**config.mk**
```make
export PLATFORM = sky130hd
export DESIGN_NAME = instr_encoder_flat
export DESIGN_NICKNAME = d
export VERILOG_FILES = /design/src/rtl/instr_encoder_if.sv /design/src/rtl/instr_encoder.sv /design/src/flat_wrapper.sv
export SDC_FILE = /design/constraint.sdc
export NUM_CORES = 1
export LEC_CHECK = 0
export ABC_AREA = 1
export CAP_MARGIN = 0
export CORE_ASPECT_RATIO = 0.9
export CORE_UTILIZATION = 40
export CTS_CLUSTER_SIZE = 28
export DETAILED_ROUTE_END_ITERATION = 10
export GPL_ROUTABILITY_DRIVEN = 0
export PLACE_DENSITY = 0.77
export SLEW_MARGIN = 10
export SYNTH_ARGS = -nofsm -noshare
export SYNTH_HDL_FRONTEND = slang
export SYNTH_SLANG_ARGS = --single-unit
```
**constraint.sdc**
```tcl
create_clock -name clk -period 1.6 [get_ports clk]
set_clock_uncertainty 0.05 [all_clocks]
set_input_delay 0.32 -clock clk [delete_from_list [all_inputs] [get_ports clk]]
set_output_delay 0.32 -clock clk [all_outputs]
set_load 0.03 [all_outputs]
```
**src/rtl/instr_encoder_if.sv**
```systemverilog
// Field-bundle input stream and encoded-word output stream of instr_encoder.
// The encoder takes the slave modport; the boot source / imem writer takes master.
interface instr_encoder_if #(
  parameter int ADDR_WIDTH = 8
);
  logic                  in_valid;
  logic                  in_ready;
  logic [2:0]            in_fmt;
  logic [6:0]            in_op;
  logic [4:0]            in_rd;
  logic [4:0]            in_rs1;
  logic [4:0]            in_rs2;
  logic [2:0]            in_funct3;
  logic [6:0]            in_funct7;
  logic [31:0]           in_imm;
  logic                  in_last;
  logic                  out_valid;
  logic                  out_ready;
  logic [31:0]           out_instr;
  logic [ADDR_WIDTH-1:0] out_addr;

  modport master (
    output in_valid, in_fmt, in_op, in_rd, in_rs1, in_rs2,
           in_funct3, in_funct7, in_imm, in_last, out_ready,
    input  in_ready, out_valid, out_instr, out_addr
  );

  modport slave (
    input  in_valid, in_fmt, in_op, in_rd, in_rs1, in_rs2,
           in_funct3, in_funct7, in_imm, in_last, out_ready,
    output in_ready, out_valid, out_instr, out_addr
  );
endinterface

```
**src/rtl/instr_encoder.sv**
```systemverilog
// Packs decoded RV32I fields into 32-bit words with sequential word addresses for imem loading.
// Optional ENCODER_CHECK_EN: sticky err on illegal format or odd B/J branch offset.
module instr_encoder #(
  parameter int ADDR_WIDTH = 8
) (
  input  logic           clk,
  input  logic           rst,
  input  logic           start,
  instr_encoder_if.slave bus,
  output logic           busy,
  output logic           done,
  output logic           err
);
  typedef enum logic [1:0] {IDLE, RUN, DRAIN, DONE} state_e;

  localparam logic [2:0]            FMT_I    = 3'b000;
  localparam logic [2:0]            FMT_S    = 3'b001;
  localparam logic [2:0]            FMT_B    = 3'b010;
  localparam logic [2:0]            FMT_J    = 3'b011;
  localparam logic [2:0]            FMT_U    = 3'b100;
  localparam logic [2:0]            FMT_R    = 3'b101;
  localparam logic [31:0]           NOP      = 32'h0000_0013;
  localparam logic [ADDR_WIDTH-1:0] ADDR_ONE = ADDR_WIDTH'(1);

  state_e                state_q, state_d;
  logic                  out_valid_q, out_valid_d;
  logic [31:0]           out_instr_q, out_instr_d;
  logic [ADDR_WIDTH-1:0] out_addr_q, out_addr_d;
  logic [ADDR_WIDTH-1:0] addr_q, addr_d;
  logic                  accept, out_hs, sess_start;
  logic [31:0]           enc_word;

  assign bus.in_ready = (state_q == RUN) && (!out_valid_q || bus.out_ready);
  assign accept       = bus.in_valid && bus.in_ready;
  assign out_hs       = out_valid_q && bus.out_ready;
  assign sess_start   = start && ((state_q == IDLE) || (state_q == DONE));

  always_comb begin
    case (bus.in_fmt)
      FMT_I: enc_word = {bus.in_imm[11:0], bus.in_rs1, bus.in_funct3, bus.in_rd, bus.in_op};
      FMT_S: enc_word = {bus.in_imm[11:5], bus.in_rs2, bus.in_rs1, bus.in_funct3,
                         bus.in_imm[4:0], bus.in_op};
      FMT_B: enc_word = {bus.in_imm[12], bus.in_imm[10:5], bus.in_rs2, bus.in_rs1,
                         bus.in_funct3, bus.in_imm[4:1], bus.in_imm[11], bus.in_op};
      FMT_J: enc_word = {bus.in_imm[20], bus.in_imm[10:1], bus.in_imm[11],
                         bus.in_imm[19:12], bus.in_rd, bus.in_op};
      FMT_U: enc_word = {bus.in_imm[31:12], bus.in_rd, bus.in_op};
      FMT_R: enc_word = {bus.in_funct7, bus.in_rs2, bus.in_rs1, bus.in_funct3,
                         bus.in_rd, bus.in_op};
      default: enc_word = NOP;
    endcase
  end

  always_comb begin
    // NOTE: every signal gets its hold value first, so no branch can leave one unassigned and infer a latch.
    state_d     = state_q;
    out_valid_d = out_valid_q;
    out_instr_d = out_instr_q;
    out_addr_d  = out_addr_q;
    addr_d      = addr_q;

    // A handshake and a new accept in the same cycle leave out_valid high with the new word.
    if (out_hs) out_valid_d = 1'b0;
    if (accept) begin
      out_valid_d = 1'b1;
      out_instr_d = enc_word;
      out_addr_d  = addr_q;
      addr_d      = addr_q + ADDR_ONE;
    end

    case (state_q)
      IDLE, DONE: if (sess_start) begin
        state_d = RUN;
        addr_d  = '0;
      end
      RUN:     if (accept && bus.in_last) state_d = DRAIN;
      DRAIN:   if (out_hs) state_d = DONE;
      default: state_d = IDLE;
    endcase
  end

  // NOTE: sequential state uses non-blocking assignment so every flop samples pre-edge values.
  always_ff @(posedge clk or posedge rst) begin
    if (rst) begin
      state_q     <= IDLE;
      out_valid_q <= 1'b0;
      out_instr_q <= '0;
      out_addr_q  <= '0;
      addr_q      <= '0;
    end else begin
      state_q     <= state_d;
      out_valid_q <= out_valid_d;
      out_instr_q <= out_instr_d;
      out_addr_q  <= out_addr_d;
      addr_q      <= addr_d;
    end
  end

  assign bus.out_valid = out_valid_q;
  assign bus.out_instr = out_instr_q;
  assign bus.out_addr  = out_addr_q;
  assign busy          = (state_q == RUN) || (state_q == DRAIN);
  assign done          = (state_q == DONE);

`ifdef ENCODER_CHECK_EN
  logic err_q, err_d, illegal;

  // The offending word is still emitted so the address sequence stays contiguous.
  always_comb begin
    illegal = (bus.in_fmt[2:1] == 2'b11) ||
              (((bus.in_fmt == FMT_B) || (bus.in_fmt == FMT_J)) && bus.in_imm[0]);
    err_d   = err_q;
    if (sess_start)            err_d = 1'b0;
    else if (accept && illegal) err_d = 1'b1;
  end

  always_ff @(posedge clk or posedge rst) begin
    if (rst) err_q <= 1'b0;
    else     err_q <= err_d;
  end

  assign err = err_q;
`else
  assign err = 1'b0;
`endif
endmodule

```
**src/flat_wrapper.sv**
```systemverilog
// flat-port wrapper written by rule: the top's interface ports become plain ports
module instr_encoder_flat 
#(
  parameter int ADDR_WIDTH = 8
)
  (clk, rst, start, busy, done, err, bus_in_valid, bus_in_fmt, bus_in_op, bus_in_rd, bus_in_rs1, bus_in_rs2, bus_in_funct3, bus_in_funct7, bus_in_imm, bus_in_last, bus_out_ready, bus_in_ready, bus_out_valid, bus_out_instr, bus_out_addr);
  instr_encoder_if #(.ADDR_WIDTH(ADDR_WIDTH)) bus_i ();
  input  logic clk;
  input  logic rst;
  input  logic start;
  output logic busy;
  output logic done;
  output logic err;
  input wire logic [$bits(bus_i.in_valid)-1:0] bus_in_valid;
  input wire logic [$bits(bus_i.in_fmt)-1:0] bus_in_fmt;
  input wire logic [$bits(bus_i.in_op)-1:0] bus_in_op;
  input wire logic [$bits(bus_i.in_rd)-1:0] bus_in_rd;
  input wire logic [$bits(bus_i.in_rs1)-1:0] bus_in_rs1;
  input wire logic [$bits(bus_i.in_rs2)-1:0] bus_in_rs2;
  input wire logic [$bits(bus_i.in_funct3)-1:0] bus_in_funct3;
  input wire logic [$bits(bus_i.in_funct7)-1:0] bus_in_funct7;
  input wire logic [$bits(bus_i.in_imm)-1:0] bus_in_imm;
  input wire logic [$bits(bus_i.in_last)-1:0] bus_in_last;
  input wire logic [$bits(bus_i.out_ready)-1:0] bus_out_ready;
  output wire logic [$bits(bus_i.in_ready)-1:0] bus_in_ready;
  output wire logic [$bits(bus_i.out_valid)-1:0] bus_out_valid;
  output wire logic [$bits(bus_i.out_instr)-1:0] bus_out_instr;
  output wire logic [$bits(bus_i.out_addr)-1:0] bus_out_addr;
  assign bus_i.in_valid = bus_in_valid;
  assign bus_i.in_fmt = bus_in_fmt;
  assign bus_i.in_op = bus_in_op;
  assign bus_i.in_rd = bus_in_rd;
  assign bus_i.in_rs1 = bus_in_rs1;
  assign bus_i.in_rs2 = bus_in_rs2;
  assign bus_i.in_funct3 = bus_in_funct3;
  assign bus_i.in_funct7 = bus_in_funct7;
  assign bus_i.in_imm = bus_in_imm;
  assign bus_i.in_last = bus_in_last;
  assign bus_i.out_ready = bus_out_ready;
  assign bus_in_ready = bus_i.in_ready;
  assign bus_out_valid = bus_i.out_valid;
  assign bus_out_instr = bus_i.out_instr;
  assign bus_out_addr = bus_i.out_addr;
  instr_encoder #(.ADDR_WIDTH(ADDR_WIDTH)) u_core (.clk(clk), .rst(rst), .start(start), .bus(bus_i), .busy(busy), .done(done), .err(err));
endmodule
```
==> results.md, run 1 <==
* Initial antenna violation count at 0
* Power Internal at roughly 3.3 mW
* Tot GR Track Use at a little under a quarter
* Sequential share of power at 33.3%
* Layout area overhead at 50.2%
* Hold_buf cts at 0
* Routed wire length at 8810 um
* Vias/cell at about 5
* Tmin final at 1660 ps
* Setup crit start kind: flip-flop
* Layout net count at about 660
* Combinational power share at between 50% and 60%
* CTS buffer count at 5
* Worst r2r src: u_core.state_q[1]
* Fmax at just over 600 MHz
* Reg clk slew, reported paths at 90 ps
* R2R depth at 7
* Clock root buffer: clkbuf_8
* CTS Buffer Depth at 2
* CTS tree: yes
* Most frequent cells in the layout: nand2_1, clkdlybuf4s50_1, dfrtp_1
* Syn Std Cell Area at 0.00305 mm^2
* RSZ-0062 raised after global routing: true
* Commonest non-fill, non-tap cell in the layout: nand2_1
* Vias in the first global route at approximately 3300
* Drt pass-1 iters at 4
* Row count at 29
* Final Max Tran Viols at 0
* Width of the die at 94.1 um
* Outcome: finished, violations left
* Max Cap Violations at 0
* Number of DRC markers in iteration 0 at roughly 250
* Placed Cells at between 600 and 700
* Final setup viols at 2
* Final hold vios at 0
* Endpoint type of the worst setup path: output pin
* Final worst path period share at 104%
* Starting Density at between 40 and 50%
* DIE HEIGHT at ~85 um
* Gate Count Post-Synth at 440
* WS Path Type: flip-flop to output pin
* Port buffer count at around 120
* Share of cells above drive strength 1 at between 10% and 20%
* Clk Latency, worst-skew pair at approximately 300 ps
* Cell Pwr Density at roughly 1300 mW/mm^2
* # diodes at 0
* Worst EP arrival at about 1300 ps
* Core footprint at around 0.0072 mm^2
* Routed WL per cell at approximately 13 um
* Worst VDD drop at between 0.7 and 0.8 mV
* Critical-path maximum fanout at 3
* R2R Path End: u_core.state_q[1]
* Worst EP required at roughly 1200 ps
* R2R Setup Slk at around 120 ps
* Clk sinks at 51
* Vias at around 3400
* Syn Area/Cell at a little under 7 um^2
* HP Class: primary input to asynchronous set/reset pin
* Syn nets at roughly 520
* Hold slack at ~320 ps
* First-pass GRT wire length at roughly 14000 um
* PnR worst setup slack at -56.5 ps
* Failing checks: negative setup slack
* Seq/Total Area, Yosys at approximately two fifths
* Maximum number of pins on one net before global-route repair at between 50 and 60
* Switching part of the total at around 45%
* H-tree Lvls at 2
* Num ports at 118
* DP HPWL at 6700 um
* DRC viols at 0
* Switching power at roughly 2.7 mW
* Final antenna-violating net count at 0
* Remaining global-route overflow at 0
* Die Area at around 0.008 mm^2
* Syn. warnings at 0
* Clock power frac at roughly 14%
* Final cell count without fillers at approximately 670
* Unique cell type count in the Yosys netlist at 24
* Leakage power at between 2 and 2.5 nW
* Flops & latches, synth at 51
## critical path: stages (launching register included)
cell	delay, ps
dfrtp_1	380
buf_4	150
ha_4	270
inv_2	40
buf_6	130
## cells by family (layout without fill, tap and decap cells)
group           after synthesis  in the layout  synth area share, %
buf+inv                      60            200                 9.68
compound gates               34             34                 6.44
flops                        51             51                 41.8
simple gates                290            290                 40.3
fa+ha+maj                     4              4                 1.64
other cells                   1              1                0.123
## worst max-delay path by stage
stage	from	to	slack [ps]
2_1_floorplan	rst	u_core.addr_q[0]	0.5
5_1_grt	u_core.state_q[1]	busy	-90
3_5_place_dp	bus_in_fmt[0]	u_core.bus.out_instr[20]	-230
4_1_cts	u_core.state_q[1]	bus_in_ready	-130
3_3_place_gp	bus_in_fmt[0]	u_core.bus.out_instr[16]	-200
6_report	u_core.state_q[1]	busy	-60
## cell usage after synthesis, drive strengths merged
library cell / instances / area share, %
nand2: 201 / 25
dfrtp: 51 / 42
inv: 36 / 4.4
nand3: 32 / 5.7
nand4: 30 / 6.2
buf: 23 / 5.1
nor2: 23 / 2.8
o21ai: 16 / 2.7
a21oi: 9 / 1.5
a21boi: 8 / 2.0
ha: 4 / 1.6
nor3: 2 / 0.33
and3: 1 / 0.21
clkbuf: 1 / 0.12
conb: 1 / 0.12
o21a: 1 / 0.25
or2: 1 / 0.21
## sequential cells by signal (all words and copies together), names as in the netlist
name	flops
u_core.bus.out_valid	1
u_core.bus.out_instr	32
u_core.addr_q	8
u_core.bus.out_addr	8
u_core.state_q	2
## through the flow
step	total power [mW]	setup TNS, ps	utilization (%)	cell area, um^2	setup slack (ps)
2_1_floorplan	3.90	0	-	3050	0.477
3_3_place_gp	5.29	-4830	61.7	4460	-196
3_5_place_dp	5.36	-6410	61.7	4460	-228
4_1_cts	5.93	-216	62.6	4520	-132
5_1_grt	6.41	-171	63.5	4580	-93.8
6_report	6.00	-74.6	63.5	4580	-56.5
## power groups by stage
stage | sequential, mW | combinational, mW | clock (mW)
finish | 2.00 | 3.19 | 0.811
global route | 2.05 | 3.45 | 0.903
CTS | 2.00 | 3.10 | 0.837
detailed placement | 2.03 | 3.33 | 0
global placement | 2.02 | 3.27 | 0
floorplan | 2.76 | 1.14 | 0
## layout make-up
class | instances | area [um^2]
fillers | 658 | 2640
multi-input cells | 329 | 1510
repair buffers | 156 | 1440
flip-flops and latches | 51 | 1280
inverters | 36 | 135
well taps | 93 | 116
clock buffers | 7 | 96.3
clock inverters | 1 | 7.51
## what timing repair did
| action | CTS | global route |
|---|---|---|
| setup endpoints to repair | 44 | 11 |
| resized for setup | 47 | 13 |
| setup buffers | 0 | 4 |
| cloned | 0 | 0 |
## per-layer routing
layer  vias up  global-route usage [%]  routed length [um]
met5         -                       0                   0
met4         0                    8.11                 216
met3        22                    3.76                 427
met2       110                    40.5                4390
met1      1558                    27.2                3780
li1       1688                       -                   -
No activity file was read; power rests on OpenSTA's default activity.
==> inputs of run 2 (changes only) <==
==> constraint.sdc (replaced) <==
create_clock -name clk -period 1.6 [get_ports clk]
set_clock_uncertainty 0.05 [all_clocks]
set_input_delay 0.16 -clock clk [delete_from_list [all_inputs] [get_ports clk]]
set_output_delay 0.16 -clock clk [all_outputs]
set_load 0.03 [all_outputs]
==> run 2 against run 1 <==
The flow now finishes without violations. Largest cell class unchanged. Die area did not move. Fmax rose by 4.3%. Clock-buffer cell count fell by 1.
==> results.md, run 2 (synthesized netlist as in run 1, its figures left out) <==
* H-tree Lvls at 2
* Clock root buffer: clkbuf_8
* Layout net count at about 650
* Final instance area at about 0.0046 mm^2
* Cell Pwr Density at roughly 1300 mW/mm^2
* Row count at 29
* # diodes at 0
* CTS Buffer Depth at 2
* Buf+Inv Stages, Crit Path at 1
* Drt pass-1 iters at 4
* Vias/cell at ~5.0
* Vias in the first global route at approximately 3300
* Critical-path maximum fanout at 2
* Slowest-stage cell, CP: clkdlybuf4s50_1
* WP depth at 1
* Cells along the critical path: clkdlybuf4s50_1
* Max Cap Violations at 0
* Starting Density at about 42%
* Worst EP arrival at roughly 1400 ps
* Grt met1 use at roughly 29%
* Leakage power at 2.50 nW
* Maximum number of pins on one net before global-route repair at 23
* Core footprint at 0.00722 mm^2
* Routed WL per cell at between 10 and 15 um
* Final Max Tran Viols at 0
* GR Util met2 at roughly 40%
* Endpoint type of the worst setup path: output pin
* Outcome: finished, final reports clean
* Die Area at about 0.0080 mm^2
* Vias at about 3400
* Final setup viols at 0
* WS Path Type: flip-flop to output pin
* First-pass GRT wire length at 15000 um
* Hold slack at 119 ps
* Filler cell count at 651
* Remaining global-route overflow at 0
* RSZ-0062 raised after global routing: true
* Reg clk slew, reported paths at around 90 ps
* Number of DRC markers in iteration 0 at between 150 and 200
* Port buffer count at ~120
* Final hold vios at 0
* DIE HEIGHT at roughly 85 um
* GR Util met3 at 3.94%
* Final worst path period share at between 90% and 100%
* Most frequent cells in the layout: nand2_1, clkdlybuf4s50_1, dfrtp_1
* TNS Setup at 0 ps
* Worst VDD drop at 0.917 mV
* DRC viols at 0
* DP HPWL at approximately 7000 um
* Max FFs per register at 32
* Fin util at a little under two thirds
* Post-Place Cell Area at between 0.004 and 0.005 mm^2
* Share of cells above drive strength 1 at roughly 9.8%
* Busiest grt layer: met2
* Clk Latency, worst-skew pair at roughly 300 ps
* Setup crit start kind: flip-flop
* Worst EP required at 1390 ps
* Tot GR Track Use at approximately a quarter
* HP Class: primary input to asynchronous set/reset pin
* Setup bufs post-CTS at 0
* CTS tree: yes
* Final antenna-violating net count at 0
* Routed wire length at 8900 um
* CTS buffer count at 5
* R2R depth at 7
* Critical path's largest stage delay at between 600 and 700 ps
* Crit path max-delay family: buffers and inverters
* Initial antenna violation count at 0
* Num ports at 118
* Fmax at 629 MHz
* Tmin final at approximately 1600 ps
* Commonest non-fill, non-tap cell in the layout: nand2_1
* Width of the die at 94.1 um
* Layout area overhead at 51.1%
* Clk sinks at ~50
==> run 2: path summary, 6_finish.rpt <==
kind                                          start                  endpoint  slack [ps]
max reg2reg                       u_core.state_q[1]    u_core.bus.out_addr[0]         100
min                                             rst          u_core.addr_q[2]         120
max in group asynchronous                       rst    u_core.bus.out_addr[0]         920
max                        u_core.bus.out_instr[19]         bus_out_instr[19]          10
min in group clk                       bus_in_op[5]   u_core.bus.out_instr[5]         340
min reg2reg                u_core.bus.out_instr[31]  u_core.bus.out_instr[31]         430
==> run 2: metal layers <==
| metal | part of all wire [%] | routed length, um | up-vias |
|---|---|---|---|
| met4 | 2.5 | 226 | 0 |
| met5 | 0 | 0 | - |
| met3 | 4.9 | 433 | 22 |
| met2 | 50 | 4480 | 114 |
| li1 | - | - | 1661 |
| met1 | 42 | 3770 | 1553 |
==> run 2: what timing repair did <==
item                                   CTS  global route
hold buffers                             0             0
gates cloned                             0             0
setup endpoints to repair                3            23
endpoints found under the hold margin    0             0
resized for setup                        3            25
pin swaps                                0             0
==> run 2: power by group <==
group / internal (mW) / switching, mW / total [mW]
registers: 1.73 / 0.277 / 2.01
logic: 1.37 / 1.97 / 3.34
clock network: 0.307 / 0.427 / 0.734
total: 3.41 / 2.67 / 6.08
==> run 2: area by class of cell <==
class	count	area [um^2]	area share, %
Clock buffer	6	72.6	1.57
Clock inverter	2	12.5	0.272
Inverter	36	135	2.93
Multi-Input combinational cell	329	1500	32.6
Sequential cell	51	1280	27.7
Tap cell	93	116	2.53
Timing Repair Buffer	149	1490	32.4
==> run 2: through the flow <==
step / power [mW] / instances / worst slack (ps)
2_1_floorplan: 3.90 / 440 / 148
3_3_place_gp: 5.29 / 658 / -15.8
3_5_place_dp: 5.34 / 658 / -36.2
4_1_cts: 6.08 / 666 / 9.02
5_1_grt: 6.48 / 666 / -19.1
6_report: 6.08 / 666 / 11.4
==> inputs of run 3 (changes only) <==
--- a/config.mk
+++ b/config.mk
@@ -13,7 +13,7 @@
 export DETAILED_ROUTE_END_ITERATION = 10
 export GPL_ROUTABILITY_DRIVEN = 0
 export PLACE_DENSITY = 0.77
-export SLEW_MARGIN = 10
+export SLEW_MARGIN = 20
 export SYNTH_ARGS = -nofsm -noshare
 export SYNTH_HDL_FRONTEND = slang
 export SYNTH_SLANG_ARGS = --single-unit
==> results of run 3 <==
No change in the layout: final DEF, timing and power equal those of run 2.
